## src/rtl/fma_issue_queue.sv

```systemverilog
// fma_issue_queue: operand FIFO feeding a fixed-latency external FMA pipeline.
// A valid/tag delay line runs alongside the pipeline so each result leaves
// with the tag of the operation that produced it.
module fma_issue_queue #(
    parameter int unsigned DEPTH   = 4,
    parameter int unsigned FMA_LAT = 3,
    parameter int unsigned TAG_W   = 4
) (
    input  logic                         clk,
    input  logic                         rst,
    input  logic [31:0]                  in_a,
    input  logic [31:0]                  in_b,
    input  logic [31:0]                  in_c,
    input  logic [TAG_W-1:0]             in_tag,
    input  logic                         in_valid,
    output logic                         in_ready,
    input  logic                         issue_hold,
    output logic [31:0]                  fma_a,
    output logic [31:0]                  fma_b,
    output logic [31:0]                  fma_c,
    input  logic [31:0]                  fma_result,
    output logic                         out_valid,
    output logic [31:0]                  out_result,
    output logic [TAG_W-1:0]             out_tag,
    output logic [$clog2(DEPTH):0]       fifo_count,
    output logic [$clog2(FMA_LAT+2)-1:0] inflight,
    output logic [15:0]                  done_cnt
);

    localparam int unsigned PtrW = $clog2(DEPTH);
    localparam int unsigned CntW = PtrW + 1;
    localparam int unsigned InfW = $clog2(FMA_LAT + 2);

    logic [31:0]      mem_a [DEPTH];
    logic [31:0]      mem_b [DEPTH];
    logic [31:0]      mem_c [DEPTH];
    logic [TAG_W-1:0] mem_tag [DEPTH];

    logic [PtrW-1:0] wr_ptr_q, rd_ptr_q;
    logic [CntW-1:0] count_q, count_d;
    logic            push, pop;

    logic [31:0] fma_a_q, fma_b_q, fma_c_q;

    // Stage 0 lines up with operands on fma_*; stage FMA_LAT with the result.
    logic [FMA_LAT:0] vld_q;
    logic [TAG_W-1:0] tag_q [FMA_LAT+1];
    logic [15:0]      done_q;
    logic [InfW-1:0]  inflight_sum;

    // Full is judged on the registered count only, so a same-cycle pop never frees a slot.
    assign in_ready = (count_q < CntW'(DEPTH));
    assign push     = in_valid && in_ready;
    assign pop      = (count_q != '0) && !issue_hold;

    // Occupancy next-state: push and pop together cancel out.
    always_comb begin
        count_d = count_q;
        if (push && !pop) begin
            count_d = count_q + CntW'(1);
        end else if (!push && pop) begin
            count_d = count_q - CntW'(1);
        end
    end

    // Pointer and occupancy registers; power-of-two depth makes the wrap implicit.
    always_ff @(posedge clk or posedge rst) begin
        if (rst) begin
            wr_ptr_q <= '0;
            rd_ptr_q <= '0;
            count_q  <= '0;
        end else begin
            count_q <= count_d;
            if (push) wr_ptr_q <= wr_ptr_q + PtrW'(1);
            if (pop)  rd_ptr_q <= rd_ptr_q + PtrW'(1);
        end
    end

    // Entry storage; contents are only meaningful between the pointers, so no reset.
    always_ff @(posedge clk) begin
        if (push) begin
            mem_a[wr_ptr_q]   <= in_a;
            mem_b[wr_ptr_q]   <= in_b;
            mem_c[wr_ptr_q]   <= in_c;
            mem_tag[wr_ptr_q] <= in_tag;
        end
    end

    // Issue register: popped operands, or an all-zero bubble when nothing issues.
    always_ff @(posedge clk or posedge rst) begin
        if (rst) begin
            fma_a_q <= '0;
            fma_b_q <= '0;
            fma_c_q <= '0;
        end else if (pop) begin
            fma_a_q <= mem_a[rd_ptr_q];
            fma_b_q <= mem_b[rd_ptr_q];
            fma_c_q <= mem_c[rd_ptr_q];
        end else begin
            fma_a_q <= '0;
            fma_b_q <= '0;
            fma_c_q <= '0;
        end
    end

    // Valid/tag delay line shadowing the FMA pipeline.
    always_ff @(posedge clk or posedge rst) begin
        if (rst) begin
            vld_q <= '0;
            for (int i = 0; i <= int'(FMA_LAT); i++) begin
                tag_q[i] <= '0;
            end
        end else begin
            vld_q    <= {vld_q[FMA_LAT-1:0], pop};
            tag_q[0] <= pop ? mem_tag[rd_ptr_q] : '0;
            for (int i = 1; i <= int'(FMA_LAT); i++) begin
                tag_q[i] <= tag_q[i-1];
            end
        end
    end

    // Completed-beat counter, free-running wrap at 16 bits.
    always_ff @(posedge clk or posedge rst) begin
        if (rst) begin
            done_q <= '0;
        end else if (out_valid) begin
            done_q <= done_q + 16'd1;
        end
    end

    // In-flight count: every issued bit still in the delay line, output cycle included.
    always_comb begin
        inflight_sum = '0;
        for (int i = 0; i <= int'(FMA_LAT); i++) begin
            inflight_sum = inflight_sum + InfW'(vld_q[i]);
        end
    end

    assign fma_a      = fma_a_q;
    assign fma_b      = fma_b_q;
    assign fma_c      = fma_c_q;
    assign out_valid  = vld_q[FMA_LAT];
    assign out_tag    = tag_q[FMA_LAT];
    assign out_result = out_valid ? fma_result : 32'h0;
    assign fifo_count = count_q;
    assign inflight   = inflight_sum;
    assign done_cnt   = done_q;

endmodule

```

## config.mk

```make
export PLATFORM = sky130hd
export DESIGN_NAME = fma_issue_queue
export DESIGN_NICKNAME = d
export VERILOG_FILES = /design/src/rtl/fma_issue_queue.sv
export SDC_FILE = /design/constraint.sdc
export NUM_CORES = 1
export LEC_CHECK = 0
export CORE_MARGIN = 2
export CORE_UTILIZATION = 30
export DETAILED_ROUTE_END_ITERATION = 7
export PLACE_DENSITY = 0.48
export SYNTH_ARGS = -nofsm -noshare
export SYNTH_HDL_FRONTEND = slang
export SYNTH_SLANG_ARGS = --single-unit
export TNS_END_PERCENT = 1
```

## constraint.sdc

```tcl
create_clock -name clk -period 14.8 [get_ports clk]
set_clock_uncertainty 0.15 [all_clocks]
set_input_delay 2.96 -clock clk [delete_from_list [all_inputs] [get_ports clk]]
set_output_delay 2.96 -clock clk [all_outputs]
set_load 0.05 [all_outputs]
```

== Yosys cells after proc, flatten, opt, wreduce, memory -nomap -nowiden ==
Memory sizes are Yosys's and may differ from the RTL's.
Index checks and enable logic that the tools add are counted.
Storage, ports and cells
  flip-flop bits (word level): 139
  memory bits (writable): 400
  bits of input ports: 136
  output and inout bits: 156
  memories kept: 4
Memories
  mem_a: words 4, width 32, read ports 1, clocked after memory_dff 0, write ports 1, RTL line 34  | logic [31:0] mem_a [DEPTH];
  mem_b: words 4, width 32, read ports 1, clocked after memory_dff 0, write ports 1, RTL line 35  | logic [31:0] mem_b [DEPTH];
  mem_c: words 4, width 32, read ports 1, clocked after memory_dff 0, write ports 1, RTL line 36  | logic [31:0] mem_c [DEPTH];
  mem_tag: words 4, width 4, read ports 1, clocked after memory_dff 0, write ports 1, RTL line 37  | logic [TAG_W-1:0] mem_tag [DEPTH];
Operators by class
  add/sub/neg operators: 8
  $lt $le $gt $ge: 1
  mux-type cells: 9
  reduce and logical (&&, ||, !) cells: 9
Operators with widths (number)
  32-bit two-way mux: 4
  16-bit by 1-bit adder with 16-bit output (second input constant): 1
  3-bit two-way mux: 2
  2-bit by 1-bit adder with 2-bit output (second input constant): 2
  1-bit logical AND: 4
  4-bit two-way mux: 1
  2-bit by 1-bit adder with 3-bit output: 1
  3-bit by 1-bit adder with 3-bit output: 1
  3-bit by 1-bit adder with 3-bit output (second input constant): 1
  1-bit zero test: 3
  3-bit less-than comparator (second input constant): 1
  3-bit nonzero test: 1
  3-bit by 1-bit subtractor with 3-bit output (second input constant): 1
  1-bit by 1-bit adder with 2-bit output: 1
  1-bit two-way mux: 2
  2-bit nonzero test: 1

== Depth between registers and ports, before layout ==
  depth in word-level cells: 6
  mapped depth: 8
  gate-level depth less buffers: 8

== Worst setup path after synthesis ==
Ideal clock, no wire load.
  kind: input port to output port
  from: input fma_result[0]
  to: output out_result[0]
  arrival time: 3.372 ns
  required time: 11.690 ns
  slack: 8.318 ns
  cell stages on the path: 1
  cells stage by stage: and2_1
Between the ends
  word-level cells in the longest chain between the ends: 1
Ends and longest elaborated chain
  start: declaration: RTL line 21  | input logic [31:0] fma_result,
  32-bit two-way mux: RTL line 144  | assign out_result = out_valid ? fma_result : 32'h0;
  end: declaration: RTL line 23  | output logic [31:0] out_result,
No other way between the ends.

== Final worst setup path ==
  from: input fma_result[27]
  to: output out_result[27]
Same word-level chain as after synthesis.

==> flow_summary.yaml <==
setup_path:
  path_max_fanout: 1
  start_kind: "primary input"
  critical_path.most_common_cell: "clkdlybuf4s50_1"
  slowest_stage: "clkdlybuf4s50_1"
  cp-end-kind: "output port"
  cpPeakStageDelay_ns: 0.83
  worstPathCellList: "clkdlybuf4s50_1 > and2_1 > clkdlybuf4s50_1"
  critical_path_arrival_ns: 4.44
  crit_buf_inv: 2
  critPathTopFamily: "buffers and inverters"
  crit_type: "in2out"
  worst_ep_required_time_ns: 11.69
finish:
  diodes: 0
  multi_input_comb_area_um2: 3620
  fin_util_pct: 39.1
  drive_gt1_share_pct: 16.1
  fillCellCount: 5868
  seq_area_um2: 15500
  areaGrowthSynthToFinish_pct: 29.3
  nets: 1359
global_route:
  grt_max_degree: 61
  grt_overflow: 0
  grt_pass1_wl_mm: 65.7
  grt_use_total_pct: 13.2
  grt_pass1_vias: 10259
  antenna_found_initial: 5
clocking:
  htree_levels: 2
  clkLatencyLatePin_ns: 0.61
  cts_root_buf: "clkbuf_16"
  cts_hold_buf: 0
  cts_buffers: 57
  ctsResizeCount: 0
  clockBufferDepth: 3
  cts_setup_buffers: 0
  cts_tree: "done"
  clkSlewWorstSetupHoldPaths_ns: 0.06
  cts.sinks: 539
synth:
  synthFlopType: "edfxtp_1"
  synth-edff-count: 400
  yosys.area_share.simple_pct: 5.20
  yosysTopAreaCellShare_pct: 61.8
  synth_common_cells: "400 x edfxtp_1, 139 x dfrtp_1, 136 x and2_1"
  yosysMostFrequentCell: "edfxtp_1"
  ys_async_sr_fraction_pct: 25.8
  yosys_warnings: 0
  synth.distinct_cells: 24
  avgSynthCellArea_um2: 21.7
  synth_compound_area_share_pct: 0.0258
  seq_area_frac_synth_pct: 79.8
  synthXorXnorAreaFrac_pct: 0.947
  synthCells: 895
  yosys-mux-area-fraction_pct: 11.7
  synthTopCellsByArea: "edfxtp_1 62%, dfrtp_1 18%, mux4_2 12%"
  ys_seq_elements: 539
  synth.largest_area_cell: "edfxtp_1"
  synth_fa_ha_area_share_pct: 0.722
  syn_area_um2: 19400
  synth_fp_nets: 1041
  synth_top_family_by_area: "multiplexers"
routing:
  dr.pass1.iters: 4
  ant_nets: 0
  drc: 0
  drt_iter0_drc: 585
  totalWireLength_mm: 43.9
  wire_per_inst_um: 20.7
  vias_per_cell: 4.42
  dr_total_vias: 9351
sta:
  holdWs_ns: 0.195
  grt_setup_unrepaired: "false"
  tightest_slew_ns: 1.05
  period_minus_slack_ns: 7.55
  setup_violations: 0
  fin_crit_sh_pct: 51.0
  relSlewSlack_pct: 30.1
  fmax_mhz: 132
  hold_viol: 0
  maxSlewViolCount: 0
  final.setup.tns_ns: 0
worst_hold_path:
  hold_class: "reg2reg"
power:
  peakVddDrop_mv: 0.114
  power_density_nw_per_um2: 201
  p_leak_nw: 8.78
die:
  core_area_um2: 64200
  dieHeight_um: 258
  row_count: 93
  dieArea_um2: 66800
  dieWidth_um: 258
  start_util_pct: 30.2
  io_pins: 292
flow_run:
  cap_violations: 0
placement:
  dp_hpwl_mm: 24.6
  gp_congestion: 0.681
  port_buffers: 291
outcome:
  outcome: "completed"
-- final timing paths --
path,cells past startpoint,to,slack (ns),start
worst min-delay path,0,out_tag[3]$_DFF_PP0_,0.19,tag_q[7]$_DFF_PP0_
worst max-delay path,3,out_result[27],7.25,fma_result[27]
max in group asynchronous,3,rd_ptr_q[1]$_DFFE_PP0P_,10.63,rst
worst min register to register,0,out_tag[3]$_DFF_PP0_,0.19,tag_q[7]$_DFF_PP0_
min in group asynchronous,2,fma_b[15]$_DFF_PP0_,2.54,rst
worst max register to register,3,mem_c[1][1]$_DFFE_PP_,11.53,fifo_count[2]$_DFFE_PP0P_
-- layout make-up --
type / count / share of cell area [%]
flip-flops and latches: 539 / 61.7
multi-input cells: 300 / 14.4
repair buffers: 301 / 11.9
clock buffers: 92 / 6.82
well taps: 855 / 4.26
clock inverters: 16 / 0.618
inverters: 14 / 0.234
-- stage by stage --
step,area (um^2),std cells,power (mW),setup WS (ns)
global placement,23200,2009,3.70,7.21
floorplan,19400,895,3.17,7.97
global route,25100,2117,5.28,7.22
CTS,25100,2117,5.14,7.23
finish,25100,2117,5.03,7.25
detailed placement,23200,2009,3.71,7.23
-- per-layer routing --
layer	track usage, %	routed length [um]	up-vias
met2	22.1	21700	246
met4	3.66	841	10
met3	3.54	2570	68
met5	0	69	-
met1	17.0	18800	4946
li1	-	-	4081
-- cells in the final DEF (no fill, tap or decap), types with 5 or more instances in the layout --
cell type / instances
nor3_1: 6
clkbuf_8: 9
xor2_1: 12
mux4_2: 100
clkbuf_1: 23
inv_1: 12
and2_1: 132
buf_4: 10
ha_1: 8
edfxtp_1: 400
dfrtp_1: 137
nand2_1: 5
clkinv_2: 9
clkbuf_16: 60
clkdlybuf4s50_1: 291
xnor2_1: 9
-- state kept, by name, summed over array words and instances (netlist names) --
signal and flops:
done_cnt 16, fifo_count 3, fma_a 32, fma_b 32, fma_c 32, mem_a 128
mem_b 128, mem_c 128, mem_tag 16, out_tag 4, rd_ptr_q 2, tag_q 12
vld_q 4, wr_ptr_q 2
-- power breakdown --
part	leakage (nW)	switching (mW)	total (mW)	internal (mW)
combinational	2.44	0.932	1.55	0.619
clock	0.912	0.575	1.40	0.826
sequential	5.43	0.151	2.08	1.93
total	8.78	1.66	5.03	3.38
-- kinds of logic after synthesis --
family / count (synthesis)
AOI/OAI and AO/OA: 1
xor gates and xnor gates: 21
adders and majority gates: 10
buffers and inverters: 56
DFF: 539
muxes: 102
and+or+nand+nor: 166
(Power assumes the default switching activity.)
